File: src/rtl/mr1_mem_arbiter_if.sv
// mr1_mem_arbiter_if
//   Bundles the three handshake ports of the MR1 memory arbiter:
//   instruction fetch (instr_req/instr_rsp), data load/store (data_req/data_rsp)
//   and the shared in-order memory port (mem_req/mem_rsp).
//   slave  : arbiter side (accepts requester traffic, drives the memory port)
//   master : environment side (requesters plus memory model)
interface mr1_mem_arbiter_if;
    logic        instr_req_valid;
    logic        instr_req_ready;
    logic [31:0] instr_req_addr;
    logic        instr_rsp_valid;
    logic [31:0] instr_rsp_data;

    logic        data_req_valid;
    logic        data_req_ready;
    logic [31:0] data_req_addr;
    logic        data_req_wr;
    logic [1:0]  data_req_size;
    logic [31:0] data_req_data;
    logic        data_rsp_valid;
    logic [31:0] data_rsp_data;

    logic        mem_req_valid;
    logic        mem_req_ready;
    logic [31:0] mem_req_addr;
    logic        mem_req_wr;
    logic [1:0]  mem_req_size;
    logic [31:0] mem_req_data;
    logic        mem_rsp_valid;
    logic [31:0] mem_rsp_data;

    modport slave (
        input  instr_req_valid, instr_req_addr,
        input  data_req_valid, data_req_addr, data_req_wr, data_req_size, data_req_data,
        input  mem_req_ready, mem_rsp_valid, mem_rsp_data,
        output instr_req_ready, instr_rsp_valid, instr_rsp_data,
        output data_req_ready, data_rsp_valid, data_rsp_data,
        output mem_req_valid, mem_req_addr, mem_req_wr, mem_req_size, mem_req_data
    );

    modport master (
        output instr_req_valid, instr_req_addr,
        output data_req_valid, data_req_addr, data_req_wr, data_req_size, data_req_data,
        output mem_req_ready, mem_rsp_valid, mem_rsp_data,
        input  instr_req_ready, instr_rsp_valid, instr_rsp_data,
        input  data_req_ready, data_rsp_valid, data_rsp_data,
        input  mem_req_valid, mem_req_addr, mem_req_wr, mem_req_size, mem_req_data
    );
endinterface

File: src/rtl/mr1_mem_arbiter.sv
// mr1_mem_arbiter
//   Merges the MR1 fetch port and data port onto one shared in-order memory
//   port. Data wins ties unless fetch has waited through STARVE_LIMIT data
//   grants. An owner FIFO of outstanding reads routes responses back.
// Ports:
//   clock    - rising-edge clock
//   reset    - asynchronous, active-high
//   bus      - handshake bundle (slave side): instr_*, data_*, mem_*
//   pending  - owner-FIFO occupancy (accepted, unanswered reads)
//   rsp_err  - sticky flag: a memory response arrived with no read outstanding
module mr1_mem_arbiter #(
    parameter int MAX_OUTSTANDING = 4,
    parameter int STARVE_LIMIT    = 4
) (
    input  logic                                 clock,
    input  logic                                 reset,
    mr1_mem_arbiter_if.slave                     bus,
    output logic [$clog2(MAX_OUTSTANDING+1)-1:0] pending,
    output logic                                 rsp_err
);
    localparam int CNT_W    = $clog2(MAX_OUTSTANDING + 1);
    localparam int PTR_W    = (MAX_OUTSTANDING > 1) ? $clog2(MAX_OUTSTANDING) : 1;
    localparam int STREAK_W = $clog2(STARVE_LIMIT + 1);

    localparam logic [CNT_W-1:0]    CNT_FULL   = CNT_W'(MAX_OUTSTANDING);
    localparam logic [PTR_W-1:0]    PTR_LAST   = PTR_W'(MAX_OUTSTANDING - 1);
    localparam logic [STREAK_W-1:0] STREAK_MAX = STREAK_W'(STARVE_LIMIT);

    // Lock state doubles as the held owner while memory stalls a request.
    typedef enum logic [1:0] {
        ST_OPEN,
        ST_LOCK_INSTR,
        ST_LOCK_DATA
    } state_t;

    state_t state, state_nxt;

    logic                owner_q [MAX_OUTSTANDING];
    logic [PTR_W-1:0]    wr_ptr, rd_ptr;
    logic [STREAK_W-1:0] streak;

    logic full, empty, head;
    logic sel_instr, sel_data, grant_valid;
    logic hs_instr, hs_data, push, pop;

    function automatic logic [PTR_W-1:0] ptr_inc(input logic [PTR_W-1:0] p);
        return (p == PTR_LAST) ? '0 : p + PTR_W'(1);
    endfunction

    assign full  = (pending == CNT_FULL);
    assign empty = (pending == '0);
    assign head  = owner_q[rd_ptr];

    // Owner selection and lock next-state. A locked owner is granted even when
    // full: it was accepted into arbitration before the FIFO filled.
    always_comb begin
        sel_instr = 1'b0;
        sel_data  = 1'b0;
        state_nxt = state;
        unique case (state)
            ST_LOCK_INSTR: sel_instr = 1'b1;
            ST_LOCK_DATA:  sel_data  = 1'b1;
            default: begin
                if (!full) begin
                    if (bus.data_req_valid && (!bus.instr_req_valid || streak != STREAK_MAX))
                        sel_data = 1'b1;
                    else if (bus.instr_req_valid)
                        sel_instr = 1'b1;
                end
            end
        endcase
        grant_valid = (sel_instr && bus.instr_req_valid) || (sel_data && bus.data_req_valid);
        if (grant_valid && !bus.mem_req_ready)
            state_nxt = sel_instr ? ST_LOCK_INSTR : ST_LOCK_DATA;
        else if (grant_valid)
            state_nxt = ST_OPEN;
    end

    assign bus.mem_req_valid   = grant_valid;
    assign bus.mem_req_addr    = sel_instr ? bus.instr_req_addr : bus.data_req_addr;
    assign bus.mem_req_wr      = sel_instr ? 1'b0 : bus.data_req_wr;
    assign bus.mem_req_size    = sel_instr ? 2'd2 : bus.data_req_size;
    assign bus.mem_req_data    = sel_instr ? '0 : bus.data_req_data;
    assign bus.instr_req_ready = sel_instr && bus.mem_req_ready;
    assign bus.data_req_ready  = sel_data && bus.mem_req_ready;

    assign hs_instr = sel_instr && bus.instr_req_valid && bus.mem_req_ready;
    assign hs_data  = sel_data && bus.data_req_valid && bus.mem_req_ready;
    assign push     = hs_instr || (hs_data && !bus.data_req_wr);
    assign pop      = bus.mem_rsp_valid && !empty;

    assign bus.instr_rsp_valid = pop && !head;
    assign bus.data_rsp_valid  = pop && head;
    assign bus.instr_rsp_data  = bus.mem_rsp_data;
    assign bus.data_rsp_data   = bus.mem_rsp_data;

    always_ff @(posedge clock or posedge reset) begin
        if (reset) begin
            state   <= ST_OPEN;
            wr_ptr  <= '0;
            rd_ptr  <= '0;
            pending <= '0;
            streak  <= '0;
            rsp_err <= 1'b0;
        end else begin
            state <= state_nxt;
            if (push) wr_ptr <= ptr_inc(wr_ptr);
            if (pop)  rd_ptr <= ptr_inc(rd_ptr);
            if (push && !pop)
                pending <= pending + CNT_W'(1);
            else if (pop && !push)
                pending <= pending - CNT_W'(1);
            if (bus.mem_rsp_valid && empty)
                rsp_err <= 1'b1;
            // Streak counts data wins only while fetch is actually waiting.
            if (!bus.instr_req_valid || hs_instr)
                streak <= '0;
            else if (hs_data && streak != STREAK_MAX)
                streak <= streak + STREAK_W'(1);
        end
    end

    // Owner storage needs no reset: entries are only read behind the pointers.
    always_ff @(posedge clock) begin
        if (push) owner_q[wr_ptr] <= hs_data;
    end
endmodule

File: src/flat_wrapper.sv
// flat-port wrapper written by rule: the top's interface ports become plain ports
module mr1_mem_arbiter_flat 
#(
    parameter int MAX_OUTSTANDING = 4,
    parameter int STARVE_LIMIT    = 4
)
  (clock, reset, pending, rsp_err, bus_instr_req_valid, bus_instr_req_addr, bus_data_req_valid, bus_data_req_addr, bus_data_req_wr, bus_data_req_size, bus_data_req_data, bus_mem_req_ready, bus_mem_rsp_valid, bus_mem_rsp_data, bus_instr_req_ready, bus_instr_rsp_valid, bus_instr_rsp_data, bus_data_req_ready, bus_data_rsp_valid, bus_data_rsp_data, bus_mem_req_valid, bus_mem_req_addr, bus_mem_req_wr, bus_mem_req_size, bus_mem_req_data);
  mr1_mem_arbiter_if bus_i ();
  input  logic clock;
  input  logic reset;
  output logic [$clog2(MAX_OUTSTANDING+1)-1:0] pending;
  output logic rsp_err;
  input wire logic [$bits(bus_i.instr_req_valid)-1:0] bus_instr_req_valid;
  input wire logic [$bits(bus_i.instr_req_addr)-1:0] bus_instr_req_addr;
  input wire logic [$bits(bus_i.data_req_valid)-1:0] bus_data_req_valid;
  input wire logic [$bits(bus_i.data_req_addr)-1:0] bus_data_req_addr;
  input wire logic [$bits(bus_i.data_req_wr)-1:0] bus_data_req_wr;
  input wire logic [$bits(bus_i.data_req_size)-1:0] bus_data_req_size;
  input wire logic [$bits(bus_i.data_req_data)-1:0] bus_data_req_data;
  input wire logic [$bits(bus_i.mem_req_ready)-1:0] bus_mem_req_ready;
  input wire logic [$bits(bus_i.mem_rsp_valid)-1:0] bus_mem_rsp_valid;
  input wire logic [$bits(bus_i.mem_rsp_data)-1:0] bus_mem_rsp_data;
  output wire logic [$bits(bus_i.instr_req_ready)-1:0] bus_instr_req_ready;
  output wire logic [$bits(bus_i.instr_rsp_valid)-1:0] bus_instr_rsp_valid;
  output wire logic [$bits(bus_i.instr_rsp_data)-1:0] bus_instr_rsp_data;
  output wire logic [$bits(bus_i.data_req_ready)-1:0] bus_data_req_ready;
  output wire logic [$bits(bus_i.data_rsp_valid)-1:0] bus_data_rsp_valid;
  output wire logic [$bits(bus_i.data_rsp_data)-1:0] bus_data_rsp_data;
  output wire logic [$bits(bus_i.mem_req_valid)-1:0] bus_mem_req_valid;
  output wire logic [$bits(bus_i.mem_req_addr)-1:0] bus_mem_req_addr;
  output wire logic [$bits(bus_i.mem_req_wr)-1:0] bus_mem_req_wr;
  output wire logic [$bits(bus_i.mem_req_size)-1:0] bus_mem_req_size;
  output wire logic [$bits(bus_i.mem_req_data)-1:0] bus_mem_req_data;
  assign bus_i.instr_req_valid = bus_instr_req_valid;
  assign bus_i.instr_req_addr = bus_instr_req_addr;
  assign bus_i.data_req_valid = bus_data_req_valid;
  assign bus_i.data_req_addr = bus_data_req_addr;
  assign bus_i.data_req_wr = bus_data_req_wr;
  assign bus_i.data_req_size = bus_data_req_size;
  assign bus_i.data_req_data = bus_data_req_data;
  assign bus_i.mem_req_ready = bus_mem_req_ready;
  assign bus_i.mem_rsp_valid = bus_mem_rsp_valid;
  assign bus_i.mem_rsp_data = bus_mem_rsp_data;
  assign bus_instr_req_ready = bus_i.instr_req_ready;
  assign bus_instr_rsp_valid = bus_i.instr_rsp_valid;
  assign bus_instr_rsp_data = bus_i.instr_rsp_data;
  assign bus_data_req_ready = bus_i.data_req_ready;
  assign bus_data_rsp_valid = bus_i.data_rsp_valid;
  assign bus_data_rsp_data = bus_i.data_rsp_data;
  assign bus_mem_req_valid = bus_i.mem_req_valid;
  assign bus_mem_req_addr = bus_i.mem_req_addr;
  assign bus_mem_req_wr = bus_i.mem_req_wr;
  assign bus_mem_req_size = bus_i.mem_req_size;
  assign bus_mem_req_data = bus_i.mem_req_data;
  mr1_mem_arbiter #(.MAX_OUTSTANDING(MAX_OUTSTANDING), .STARVE_LIMIT(STARVE_LIMIT)) u_core (.clock(clock), .reset(reset), .bus(bus_i), .pending(pending), .rsp_err(rsp_err));
endmodule
File: config.mk
export PLATFORM = sky130hd
export DESIGN_NAME = mr1_mem_arbiter_flat
export DESIGN_NICKNAME = d
export VERILOG_FILES = /design/src/rtl/mr1_mem_arbiter_if.sv /design/src/rtl/mr1_mem_arbiter.sv /design/src/flat_wrapper.sv
export SDC_FILE = /design/constraint.sdc
export NUM_CORES = 1
export LEC_CHECK = 0
export CAP_MARGIN = 20
export CORE_AREA = 5 5 104 106
export DETAILED_ROUTE_END_ITERATION = 8
export DIE_AREA = 0 0 109 111
export GPL_TIMING_DRIVEN = 0
export PLACE_DENSITY = 0.78
export SLEW_MARGIN = 0
export SYNTH_ARGS = -nofsm -noshare
export SYNTH_HDL_FRONTEND = slang
export SYNTH_SLANG_ARGS = --single-unit
File: constraint.sdc
create_clock -name clock -period 2.6 [get_ports clock]
set_input_delay 0.26 -clock clock [delete_from_list [all_inputs] [get_ports clock]]
set_output_delay 0.26 -clock clock [all_outputs]
set_load 0.1 [all_outputs]
# Word level (Yosys, flattened, before mapping)
# Memory sizes are Yosys's and may differ from the RTL's.
# Cells that the tools add are included.
word_totals:
  wordCells: 71
  latchBits: 0
  in_bits: 137
  rom_bits: 0
  ff_bits: 13
  mem_count: 1
  ram_bits: 4
  output_inout_bits: 140
memory_table:
  columns: ["memory", "depth", "word_bits", "read_ports", "rd_clocked_by_memory_dff", "wr", "line_no", "text"]
  rows:
  - ["u_core.owner_q", 4, 1, 1, 0, 1, "mr1_mem_arbiter.sv:38", "logic owner_q [MAX_OUTSTANDING];"]
classes:
  n_mux: 22
  n_eq_ne: 6
  n_shift: 0
  addsub: 5
  div_mod_pow: 0
  bitwise_logic: 0
  n_reduce_logical: 31
  mul: 0
  magnitude_cmp: 0
ops:
  columns: ["op", "count"]
  rows:
  - ["two-way mux 32 bit", 2]
  - ["logical AND 1 bit", 16]
  - ["two-way mux 2 bit", 6]
  - ["two-way mux 3 bit", 4]
  - ["two-way mux 1 bit", 8]
  - ["logical NOT 1 bit", 7]
  - ["adder 3 x 1 -> 3 bit, second input constant", 2]
  - ["== test 2 bit, second input constant", 3]
  - ["nonzero test 2 bit", 3]
  - ["adder 2 x 1 -> 2 bit, second input constant", 2]
  - ["logical OR 1 bit", 4]
  - ["one-hot mux 1 bit (2 select lines)", 2]
  - ["== test 3 bit, second input constant", 1]
  - ["logical NOT 3 bit", 1]
  - ["inequality test 3 bit, second input constant", 1]
  - ["subtractor 3 x 1 -> 3 bit, second input constant", 1]
  - ["== test 2 x 1 -> 1 bit, second input constant", 1]

# Depth between registers and ports, before layout
depth:
  word_depth: 14
  depth_mapped: 11
  depth_no_buf: 11

# Least setup slack after synthesis
# No wires, ideal clock.
synth_path:
  path_type: "reg-to-output"
  start: "register u_core.pending[0]"
  end: "output port bus_instr_req_ready"
  arrival_ps: 2947
  path_slack_ps: -607
  required_ps: 2340
  stages_incl_launch_ff: 6
  path_cell_list: "dfrtp_1 -> or3b_1 -> buf_6 -> a41oi_4 -> clkbuf_2 -> nor2_1"
synth_via:
  elab_chain_len: 4
synth_rtl:
  columns: ["element", "line_no", "text"]
  rows:
  - ["from (decl)", "mr1_mem_arbiter.sv:18", "output logic [$clog2(MAX_OUTSTANDING+1)-1:0] pending,"]
  - ["from (signal assigned)", "mr1_mem_arbiter.sv:110", "pending <= pending + CNT_W'(1);"]
  - ["from (signal assigned)", "mr1_mem_arbiter.sv:112", "pending <= pending - CNT_W'(1);"]
  - ["== test 3 bit", "mr1_mem_arbiter.sv:50", "assign full = (pending == CNT_FULL);"]
  - ["two-way mux 1 bit", "mr1_mem_arbiter.sv:64", "if (!full) begin"]
  - ["one-hot mux 1 bit (2 select lines)", "mr1_mem_arbiter.sv:60", "unique case (state)"]
  - ["logical AND 1 bit", "mr1_mem_arbiter.sv:84", "assign bus.instr_req_ready = sel_instr && bus.mem_req_ready;"]
  - ["to (decl)", "flat_wrapper.sv:23", "output wire logic [$bits(bus_i.instr_req_ready)-1:0] bus_instr_req_ready;"]
# No other way between the ends.

# Worst setup path in the final report
layout_path:
  start: "register u_core.pending[1]"
  end: "output port bus_mem_req_addr[13]"
layout_via:
  elab_chain_len: 4
layout_rtl:
  columns: ["element", "line_no", "text"]
  rows:
  - ["== test 3 bit", "mr1_mem_arbiter.sv:50", null]
  - ["two-way mux 1 bit", "mr1_mem_arbiter.sv:64", null]
  - ["one-hot mux 1 bit (2 select lines)", "mr1_mem_arbiter.sv:60", null]
  - ["two-way mux 32 bit", "mr1_mem_arbiter.sv:80", "assign bus.mem_req_addr = sel_instr ? bus.instr_req_addr : bus.data_req_addr;"]
  - ["to (decl)", "flat_wrapper.sv:30", "output wire logic [$bits(bus_i.mem_req_addr)-1:0] bus_mem_req_addr;"]
# No other way between the ends.

==> impl_metrics.env <==
export IMPL_outcome="complete, no violations"
export IMPL_synth_area_leaders="buf_4 (21%), mux2_2 (18%), dfrtp_1 (14%)"
export IMPL_drc=0
export IMPL_grt_usage=0.150
export IMPL_rsz0062_at_grt="yes"
export IMPL_port_buffers=244
export IMPL_clk_latency_ns=0.25
export IMPL_syn_area_um2=2260
export IMPL_synth_largest_area_cell="buf_4"
export IMPL_postRouteAntennaNets=0
export IMPL_yosys_area_share_adder=0.0642
export IMPL_drive_gt1_frac=0.496
export IMPL_power_density_nw_per_um2=1120
export IMPL_place_area_um2=4910
export IMPL_clk_pin_slew_ns=0.07
export IMPL_fin_crit_ns=2.55
export IMPL_rows=36
export IMPL_antenna_found_initial=0
export IMPL_syn2layout_area_growth_pct=141
export IMPL_worstPathArrival_ns=2.29
export IMPL_synth_compound_area_frac=0.0742
export IMPL_drt_initial_drc_count=62
export IMPL_vias=2663
export IMPL_viasPerCell=4.17
export IMPL_synth_top_family_by_area="buffers and inverters"
export IMPL_io_pins=277
export IMPL_setup_viol=0
export IMPL_synth_edf_count=4
export IMPL_slew_headroom=0.327
export IMPL_dieArea_um2=12100
export IMPL_whs_ns=0.352
export IMPL_cts_sinks=17
export IMPL_post_place_ws_ns=-0.929
export IMPL_synthFlopType="dfrtp_1"
export IMPL_grt_pass1_vias=2775
export IMPL_critPathKind="reg2out"
export IMPL_max_cap_violations=0
export IMPL_cts_buffers=3
export IMPL_cts_htree_levels=1
export IMPL_post_route_util=0.563
export IMPL_core_area_um2=9680
export IMPL_slew_viol_final=0
export IMPL_synthCells=243
export IMPL_yosysSeqAreaShare=0.197
export IMPL_gp_congestion=0.836
export IMPL_synthMuxAreaShare=0.189
export IMPL_hold_buffers=0
export IMPL_die_y_um=111
export IMPL_grt_overflow_total=0
export IMPL_dp_hpwl_um=8590
export IMPL_finClkSkew_ns=0.00654
export IMPL_firstDrtPassIters=4
export IMPL_yosysWarnings=0
export IMPL_finalHoldViolations=0
export IMPL_endpoint_kind="output port"
export IMPL_nets=655
export IMPL_yosys_top_cells_count="buf_4 (64), mux2_2 (36), and2_1 (28), dfrtp_1 (13), inv_1 (11)"
export IMPL_hp_class="in2async"
export IMPL_synth_simple_area_share=0.193
export IMPL_p_leak_nw=2.47
export IMPL_worstMarginPinSlew_ns=1.01
export IMPL_diodes=0
export IMPL_cts_buffer_depth=2
export IMPL_fmax_mhz=392
export IMPL_synth_top_area_share=0.213
export IMPL_fin_area_um2=5450
export IMPL_cp_max_fo=10
export IMPL_grt_max_degree=14
export IMPL_crit_required_ns=2.34
export IMPL_period_share=0.982
export IMPL_synth_async_sr_flop_share=0.765
export IMPL_start_kind="register"
export IMPL_synth_most_common_cell="buf_4"
export IMPL_cts_root_buf="clkbuf_8"
export IMPL_peakVddDrop_mv=0.653
export IMPL_wirelength_um=10300
export IMPL_synth_nets=391
export IMPL_finalWorstSetupSlack_ns=0.0469
export IMPL_die_x_um=109
export IMPL_fin_setup_tns_ns=0
export IMPL_grt_pass1_wl_um=14600
export IMPL_initial_utilization=0.233
export IMPL_cts_tree="yes"
export IMPL_synth_distinct_cells=42
export IMPL_drt_wirelength_per_cell_um=16.2
export IMPL_synth_xor_area_share=0.0116
export IMPL_syn_avg_cell_area_um2=9.30
export IMPL_ys_seq_elements=17
export IMPL_r2r_cells=9
## through the flow
| step | power (W) | cells |
|---|---|---|
| final | 0.00611 | 639 |
| after global routing | 0.00634 | 639 |
| after CTS | 0.00560 | 626 |
| after detailed placement | 0.00532 | 620 |
| after global placement | 0.00526 | 620 |
| after floorplan | 0.00422 | 243 |
## per-layer routing
metal  global-route usage  vias to the layer above  share of wire
met3               0.0571                        8           0.11
met4               0.0194                        0          0.012
met5                    0                        -              0
met1                0.158                     1229           0.34
met2                0.285                      155           0.54
li1                     -                     1271              -
## placed cells by master, fill, tap and decap left out, types with 2 or more instances in the layout
cell             count
dlygate4sd2_1        2
nor3_1               3
o21ai_0              3
ha_1                 8
nor2_1               5
mux2_2              20
clkbuf_16            2
xor2_1               2
buf_8                7
edfxtp_1             4
a21oi_1              4
buf_12              22
and2_1               4
buf_4               87
dfrtp_2              3
nand2_1              7
inv_1               10
nand2b_1             3
a21o_1               3
nor2b_1              3
nor2_2               2
mux2_4              16
clkdlybuf4s50_1    171
clkbuf_8             3
dfrtp_1             10
and2_2              34
buf_6               35
buf_2                2
## critical path, cell delays in order (launching register included)
cell	delay (ns)
dfrtp_2	0.44
or3b_4	0.40
buf_6	0.14
a41oi_4	0.20
buf_12	0.19
buf_12	0.14
mux2_2	0.34
buf_6	0.19
## cell families (layout without fill, tap and decap cells)
group,Yosys count,after routing
muxes,37,37
and+or+nand+nor,71,71
AOI/OAI and AO/OA,20,20
buffers and inverters,84,347
adders and majority gates,11,11
DFF,17,17
xor gates and xnor gates,3,3
## flip-flops by register name (all words and copies together), names as in the netlist
signal          flops
u_core.owner_q      4
u_core.pending      3
u_core.streak       3
u_core.rd_ptr       2
u_core.state        2
u_core.wr_ptr       2
u_core.rsp_err      1
## area by class of cell
cell class | instances | area [um2]
buffer | 73 | 611
clock buffer | 3 | 41.3
clock inverter | 1 | 5.00
fill | 848 | 4230
inverter | 11 | 41.3
multi-input combinational | 142 | 1330
sequential | 17 | 449
tap | 133 | 166
timing repair buffer | 259 | 2810
## worst paths after layout
kind	start	slack, ns	end
worst max-delay path	u_core.pending[1]	0.05	bus_mem_req_addr[13]
worst min-delay path	reset	0.35	u_core.state[1]
worst max register to register	u_core.streak[0]	0.20	u_core.pending[1]
worst min register to register	u_core.rsp_err	0.46	u_core.rsp_err
max in group asynchronous	reset	1.84	u_core.pending[1]
min in group clock	u_core.rsp_err	0.46	u_core.rsp_err
## repair_timing
item / 4_1_cts / 5_1_grt
gates resized for setup: 450 / 96
cloned: 0 / 2
endpoints found under the setup margin: 73 / 64
buffers inserted: 2 / 11
pin swaps: 1 / 1
## power breakdown
part	total (W)	internal (W)	leakage (nW)	switching, W
clock network	0.000196	0.000106	0.0255	0.0000900
logic	0.00545	0.00182	2.25	0.00363
registers	0.000469	0.000375	0.194	0.0000947
total	0.00611	0.00230	2.47	0.00381
Power figures use the tool's default switching activity.
